**src/rtl/pipe_hazard_scoreboard.sv**
```systemverilog
// Hazard/forwarding controller: DEPTH-stage shift-register scoreboard of
// in-flight writers (stage 0 = EX, stage DEPTH-1 = WB). Produces load-use
// stall, per-operand forwarding selects for EX, applies branch flushes to
// its own entries and keeps saturating stall/flush counters.
module pipe_hazard_scoreboard #(
    parameter int unsigned DEPTH       = 3,
    parameter int unsigned AW          = 5,
    parameter int unsigned LOAD_STAGE  = 1,
    parameter int unsigned FLUSH_DEPTH = 1,
    parameter int unsigned CW          = 16,
    localparam int unsigned FW         = $clog2(DEPTH)
) (
    input  logic             clk_i,
    input  logic             rst_i,
    input  logic             id_valid_i,
    input  logic [AW-1:0]    id_rs_i,
    input  logic [AW-1:0]    id_rt_i,
    input  logic             id_use_rs_i,
    input  logic             id_use_rt_i,
    input  logic [AW-1:0]    id_rd_i,
    input  logic             id_regwrite_i,
    input  logic             id_memread_i,
    input  logic             flush_i,
    output logic             stall_o,
    output logic [FW-1:0]    fwd_a_o,
    output logic [FW-1:0]    fwd_b_o,
    output logic [DEPTH-1:0] stg_valid_o,
    output logic [CW-1:0]    stall_cnt_o,
    output logic [CW-1:0]    flush_cnt_o
);

    // The load flag only matters in stages whose result is not yet available,
    // so it is carried through stages 0..LOAD_STAGE-1 only.
    localparam int unsigned MW = (LOAD_STAGE > 0) ? LOAD_STAGE : 1;

    logic [DEPTH-1:0]         valid_q, valid_d;
    logic [DEPTH-1:0]         regwrite_q, regwrite_d;
    logic [MW-1:0]            memread_q, memread_d;
    logic [DEPTH-1:0][AW-1:0] rd_q, rd_d;
    logic [AW-1:0]            rs_q, rs_d;
    logic [AW-1:0]            rt_q, rt_d;
    logic                     use_rs_q, use_rs_d;
    logic                     use_rt_q, use_rt_d;
    logic [CW-1:0]            stall_cnt_q, stall_cnt_d;
    logic [CW-1:0]            flush_cnt_q, flush_cnt_d;

    logic                     stall;
    logic [DEPTH-1:1]         ex_a_hit;
    logic [DEPTH-1:1]         ex_b_hit;

    // Load-use detection against the ID instruction; a flush wins over a stall.
    always_comb begin
        stall = 1'b0;
        for (int unsigned k = 0; k < LOAD_STAGE; k++) begin
            if (valid_q[k] && regwrite_q[k] && memread_q[k] && (rd_q[k] != '0) &&
                ((id_use_rs_i && (rd_q[k] == id_rs_i)) ||
                 (id_use_rt_i && (rd_q[k] == id_rt_i)))) begin
                stall = 1'b1;
            end
        end
        stall = stall && id_valid_i && !flush_i;
    end

    // Forwarding selects for the EX instruction; youngest matching producer wins.
    always_comb begin
        ex_a_hit = '0;
        ex_b_hit = '0;
        fwd_a_o  = '0;
        fwd_b_o  = '0;
        for (int unsigned k = 1; k < DEPTH; k++) begin
            ex_a_hit[k] = valid_q[0] && use_rs_q && valid_q[k] && regwrite_q[k] &&
                          (rd_q[k] != '0) && (rd_q[k] == rs_q);
            ex_b_hit[k] = valid_q[0] && use_rt_q && valid_q[k] && regwrite_q[k] &&
                          (rd_q[k] != '0) && (rd_q[k] == rt_q);
        end
        for (int unsigned k = 1; k < DEPTH; k++) begin
            if (ex_a_hit[k] && (fwd_a_o == '0)) fwd_a_o = FW'(k);
            if (ex_b_hit[k] && (fwd_b_o == '0)) fwd_b_o = FW'(k);
        end
    end

    // Next scoreboard contents: shift one stage, load ID or a bubble into stage 0.
    always_comb begin
        valid_d    = '0;
        regwrite_d = '0;
        memread_d  = '0;
        rd_d       = '0;
        valid_d[0]    = id_valid_i && !stall && !flush_i;
        regwrite_d[0] = id_regwrite_i;
        memread_d[0]  = id_memread_i;
        rd_d[0]       = id_rd_i;
        rs_d          = id_rs_i;
        rt_d          = id_rt_i;
        use_rs_d      = id_use_rs_i;
        use_rt_d      = id_use_rt_i;
        for (int unsigned k = 1; k < DEPTH; k++) begin
            // old stage k-1 is killed by a flush when k-1 < FLUSH_DEPTH
            valid_d[k]    = valid_q[k-1] && !(flush_i && (k <= FLUSH_DEPTH));
            regwrite_d[k] = regwrite_q[k-1];
            rd_d[k]       = rd_q[k-1];
        end
        for (int unsigned k = 1; k < MW; k++) begin
            memread_d[k] = memread_q[k-1];
        end
    end

    // Saturating performance counters.
    always_comb begin
        stall_cnt_d = stall_cnt_q;
        flush_cnt_d = flush_cnt_q;
        if (stall && (stall_cnt_q != '1)) stall_cnt_d = stall_cnt_q + CW'(1);
        if (flush_i && (flush_cnt_q != '1)) flush_cnt_d = flush_cnt_q + CW'(1);
    end

    // State registers with asynchronous reset.
    always_ff @(posedge clk_i or posedge rst_i) begin
        if (rst_i) begin
            valid_q     <= '0;
            regwrite_q  <= '0;
            memread_q   <= '0;
            rd_q        <= '0;
            rs_q        <= '0;
            rt_q        <= '0;
            use_rs_q    <= 1'b0;
            use_rt_q    <= 1'b0;
            stall_cnt_q <= '0;
            flush_cnt_q <= '0;
        end else begin
            valid_q     <= valid_d;
            regwrite_q  <= regwrite_d;
            memread_q   <= memread_d;
            rd_q        <= rd_d;
            rs_q        <= rs_d;
            rt_q        <= rt_d;
            use_rs_q    <= use_rs_d;
            use_rt_q    <= use_rt_d;
            stall_cnt_q <= stall_cnt_d;
            flush_cnt_q <= flush_cnt_d;
        end
    end

    assign stall_o     = stall;
    assign stg_valid_o = valid_q;
    assign stall_cnt_o = stall_cnt_q;
    assign flush_cnt_o = flush_cnt_q;

endmodule
```
**config.mk**
```make
export PLATFORM = sky130hd
export DESIGN_NAME = pipe_hazard_scoreboard
export DESIGN_NICKNAME = d
export VERILOG_FILES = /design/src/rtl/pipe_hazard_scoreboard.sv
export SDC_FILE = /design/constraint.sdc
export NUM_CORES = 1
export LEC_CHECK = 0
export CAP_MARGIN = 20
export CORE_ASPECT_RATIO = 1.25
export CORE_MARGIN = 4
export CORE_UTILIZATION = 47
export CTS_BUF_LIST = sky130_fd_sc_hd__clkbuf_2 sky130_fd_sc_hd__clkbuf_4 sky130_fd_sc_hd__clkbuf_8
export CTS_CLUSTER_DIAMETER = 60
export DETAILED_ROUTE_END_ITERATION = 12
export GPL_ROUTABILITY_DRIVEN = 0
export PLACE_DENSITY = 0.78
export SYNTH_ARGS = -nofsm -noshare
export SYNTH_HDL_FRONTEND = slang
export SYNTH_SLANG_ARGS = --single-unit
```
**constraint.sdc**
```tcl
create_clock -name clk_i -period 1.8 [get_ports clk_i]
set_input_delay 0.27 -clock clk_i [delete_from_list [all_inputs] [get_ports clk_i]]
set_output_delay 0.27 -clock clk_i [all_outputs]
set_load 0.01 [all_outputs]
```
# [Word level (Yosys, flattened, before mapping)]
# Index checks and enable logic that the tools add are counted.
[totals] ff_bits=66 input_bits=23 out_inout_bits=40 word_cells=68
[classes] addsub=2 n_eq_ne=8 mux=5 reduce_logical=41
[op_table] op="$logic_and 1x1->1" n=33
[op_table] op="$add 16x1->16 const B" n=2
[op_table] op="$ne 16x16->1 const B" n=2
[op_table] op="$eq 5x5->1" n=6
[op_table] op="$reduce_bool 5->1" n=3
[op_table] op="$logic_not 2->1" n=2
[op_table] op="$mux 2" n=2
[op_table] op="$mux 1" n=3
[op_table] op="$logic_not 1->1" n=2
[op_table] op="$logic_or 1x1->1" n=1

# [Longest topological paths before layout]
[depth] word_depth=10 mapped_depth=8

# [Worst setup path after synthesis]
# Ideal clock, no wire load.
[synth_timing] path_type="reg2reg" from="reg stall_cnt_q[0], in the netlist stall_cnt_o[0]" to="reg stall_cnt_q[1], in the netlist stall_cnt_o[1]" setup_time_ps=128 arrival_ps=1871 path_slack_ps=-199 stages_incl_launch_ff=8 synth_period_minus_slack_ps=1999 cell_sequence="dfrtp_1 ha_1 nand3_1 nor3_1 a41oi_2 nand2_2 buf_6 mux2_1"
[synth_via] elab_chain_cells=2 word_cells_on_any_way=3
[synth_lines] item="start: declaration" line="44" text="logic [CW-1:0] stall_cnt_q, stall_cnt_d;"
[synth_lines] item="start signal: assignment" line="137" text="stall_cnt_q <= stall_cnt_d;"
[synth_lines] item="branches (longest 2 deep; another with $add 16x1->16)"
# Several ways; the timed one is not identified.
# A chain may end at the register's enable or synchronous reset.

# [Final worst setup path]
[layout_timing] from="reg rd_q, in the netlist rd_d[12]" to="out fwd_a_o[1]"
[layout_via] elab_chain_cells=7 word_cells_on_any_way=8
[layout_lines] item="start: declaration" line="39" text="logic [DEPTH-1:0][AW-1:0] rd_q, rd_d;"
[layout_lines] item="start signal: assignment" line="132" text="rd_q <= rd_d;"
[layout_lines] item="$reduce_bool 5->1" line="72" text="(rd_q[k] != '0) && (rd_q[k] == rs_q);"
[layout_lines] item="$logic_and 1x1->1" line="71" text="ex_a_hit[k] = valid_q[0] && use_rs_q && valid_q[k] && regwrite_q[k] &&"
[layout_lines] item="$logic_and 1x1->1 *" line="72"
[layout_lines] item="$mux 1 *" line="77" text="if (ex_a_hit[k] && (fwd_a_o == '0)) fwd_a_o = FW'(k);"
[layout_lines] item="$logic_not 2->1 *" line="77"
[layout_lines] item="$logic_and 1x1->1 *" line="77"
[layout_lines] item="$mux 2 *" line="77"
[layout_lines] item="end: declaration" line="25" text="output logic [FW-1:0] fwd_a_o,"
# Mark *: on every way between the ends. The rest lies on a longest branch, timed or not.

==> flow_metrics.py <==
metrics = {
    "cells_and_area": {
        "fin_nets": 374,
        "fillCellCount": 366,
        "share_of_cells_above_drive_strength_1_pct": 31.6,
        "antenna-diode-count": 0,
        "signed_area_change_from_the_synthesized_netlist_to_the_final_layout_pct": 57.7,
    },
    "critical_path": {
        "worstPathRequired_ps": 1530,
        "worstPathMaxFanout": 2,
        "worst_setup_path_end_kind": "output port",
        "arrival_ps": 1980,
        "crit_start_category": "register",
        "crit_type": "register to output port",
    },
    "run": {
        "cap_viol_max_count": 0,
    },
    "pwr": {
        "internal_power_w": 0.00265,
        "cell_leakage_power_nw": 2.07,
        "ir_drop_v": 0.000854,
        "power.share.switching_pct": 25.9,
        "netSwitchingPower_w": 0.000926,
        "pwr_density_cell_nw_per_um2": 808,
        "report.power.total_w": 0.00358,
        "seqPwrFrac_pct": 48.1,
        "clock_power_share_pct": 34.8,
        "pwr-share-comb_pct": 17.1,
    },
    "synth": {
        "synth_ff_type": "dfrtp_1",
        "synth_xor_area_share_pct": 18.4,
        "yosys-top-cells-area": "dfrtp_1, xnor2_1, xor2_1",
        "synth_area_per_cell_um2": 12.4,
        "synthDominantCellAreaShare_pct": 58.8,
        "yosys.area.top_type": "dfrtp_1",
        "post_synth_mux_area_share_pct": 1.34,
        "leading_post_synthesis_cells_by_instance_count": "dfrtp_1, xnor2_1, xor2_1, nand3_1, nand2_1",
        "synth-seq-area-share_pct": 58.8,
        "synthMostInstantiatedCell": "dfrtp_1",
        "share_of_the_synthesized_area_in_compound_gates_ao_oa_aoi_oai_pct": 2.09,
        "synth_fa_ha_area_share_pct": 0.890,
        "dominant_combinational_cell_family_by_area_after_synthesis": "XOR/XNOR gates",
        "asyncSetResetFlopFracSynth_pct": 100,
        "number_of_different_library_cells_in_the_post_synthesis_netlist": 34,
        "yosysWarningCount": 0,
        "yosys_register_bits": 66,
        "synth_enable_flop_cells": 0,
        "synthSimpleGateAreaFrac_pct": 16.9,
        "syn-instance-count": 227,
        "synthesis.nets": 252,
        "syn_area_um2": 2810,
    },
    "floorplanning": {
        "chip_width_um": 77.2,
        "pin_count": 63,
        "rows": 31,
        "floorplan.initialDensity_pct": 48.3,
        "die-area_um2": 7290,
        "core_area_um2": 5820,
        "fp.dieH_um": 94.5,
    },
    "global_routing": {
        "initial_antenna_violation_count": 0,
        "globalRoute.totalOverflow": 0,
        "first_global_vias": 2374,
        "largest_net_degree_at_the_start_of_global_routing": 67,
        "grt_first_pass_wirelength_mm": 11.5,
        "grt_util_all_layers_pct": 20.7,
    },
    "detailed_routing": {
        "detail_route.drc_violations": 0,
        "route.detailed.vias_per_inst": 5.26,
        "post_drt_wl_per_cell_um": 17.7,
        "detailroute.via_count": 2210,
        "drtPass1Iterations": 4,
        "detailedRoute.firstIterationViolations": 136,
        "drt-total-wl_mm": 7.44,
        "detail-route-antenna-nets": 0,
    },
    "timing": {
        "clock-skew-final_ps": 7.29,
        "final_cycle_share_pct": 125,
        "slew_headroom_pct": 52.3,
        "timing_max_transition_violations_final": 0,
        "min_period_ps": 2250,
        "setup_viol": 21,
        "finalHoldViolCount": 0,
        "rsz0062_at_grt": "true",
        "achievable-frequency_mhz": 444,
        "final.setup.worst_slack_ps": -454,
        "worst_pin_slew_ps": 714,
    },
    "place": {
        "count_of_input_and_output_buffers": 62,
        "dp_hpwl_mm": 4.74,
        "detailedPlace.worstSlack_ps": -529,
    },
    "cts": {
        "cts_sinks": 66,
        "cts.reportedPaths.clkPinSlew_ps": 70,
        "clock_insertion_delay_worst_skew_ps": 340,
        "htree_levels": 3,
        "clock_buffer_count_from_cts": 9,
        "cts.path.max_buffers": 2,
        "root_buffer": "clkbuf_8",
        "cts_tree": "done",
    },
    "hold_path": {
        "timing.hold.worst.class": "primary input to register",
    },
    "run_status": {
        "run_status": "complete, but fails checks",
        "failed_checks": "negative setup slack",
    },
}
-- final cells by class --
type	count	area [um^2]	area share, %
clock buffer	13	154	3.47
clock inverter	3	40.0	0.903
inverter	7	30.0	0.677
multi-input combinational	152	1380	31.1
sequential	66	1650	37.3
tap	66	82.6	1.86
timing repair buffer	113	1090	24.7
-- worst max-delay path, cell delays in order (launching register included) --
cell      delay (ps)
dfrtp_1          410
or4_4            520
o211ai_1         280
buf_4            180
nor4_2            40
nor2_1            80
buf_2            130
-- logic make-up after synthesis --
family	Yosys count
AOI/OAI and AO/OA	6
xor gates and xnor gates	59
adders and majority gates	2
buffers and inverters	9
DFF	66
muxes	3
and+or+nand+nor	82
-- per-stage QoR --
stage	hold slack, ps	instance area [um^2]	cells	util (%)	setup TNS, ps
2_1_floorplan	301	2820	227	-	-120
3_3_place_gp	369	3780	386	64.9	-6010
3_5_place_dp	372	3780	386	64.9	-6620
4_1_cts	347	4270	420	73.4	-4420
5_1_grt	351	4430	420	76.2	-6390
6_report	363	4430	420	76.2	-4900
-- per-layer routing --
metal	vias to the layer above	routed length (um)	track usage, %
met5	-	0	0
met4	0	155	9.35
met3	14	241	4.48
met2	60	4140	37.8
met1	1110	2910	23.3
li1	1026	-	-
-- flip-flops by register name, indices dropped and copies added (netlist names) --
name,count
flush_cnt_o,16
stall_cnt_o,16
rd_d,10
rd_q,5
rs_q,5
rt_q,5
regwrite_q,3
stg_valid_o,3
memread_q,1
use_rs_q,1
use_rt_q,1
-- cell usage in the layout (no fill, tap or decap), types with 6 or more instances in the layout --
| cell type | instances |
|---|---|
| and3_1 | 7 |
| buf_4 | 31 |
| buf_6 | 17 |
| clkbuf_8 | 9 |
| clkdlybuf4s50_1 | 57 |
| dfrtp_1 | 65 |
| inv_1 | 6 |
| nand2_1 | 12 |
| nand3_1 | 13 |
| nand4_1 | 10 |
| nor2_1 | 7 |
| xnor2_1 | 32 |
| xnor2_2 | 6 |
| xor2_1 | 19 |
-- worst paths after layout --
path | from | endpoint | slack [ps] | cells past startpoint
worst max register to register | rd_d[6] | stall_cnt_o[14] | -260 | 9
worst min register to register | regwrite_q[1] | regwrite_q[2] | 380 | 0
worst max-delay path | rd_d[12] | fwd_a_o[1] | -450 | 6
min in group asynchronous | rst_i | flush_cnt_o[10] | 370 | 3
worst min-delay path | id_rd_i[3] | rd_d[8] | 360 | 1
max in group asynchronous | rst_i | rd_q[10] | 1150 | 3
-- power groups by stage --
stage | clock network, W | logic [W] | registers (W)
after global placement | 0 | 0.000534 | 0.00174
after CTS | 0.00125 | 0.000598 | 0.00172
after detailed placement | 0 | 0.000554 | 0.00175
after global routing | 0.00133 | 0.000667 | 0.00174
final | 0.00124 | 0.000613 | 0.00172
after floorplan | 0 | 0.000203 | 0.00177
-- timing repair --
action,in CTS,in global routing
setup buffers,18,2
setup endpoints to repair,17,22
pin swaps,17,19
gates resized for setup,52,28
hold buffers,0,0
No activity file was read; power rests on OpenSTA's default activity.
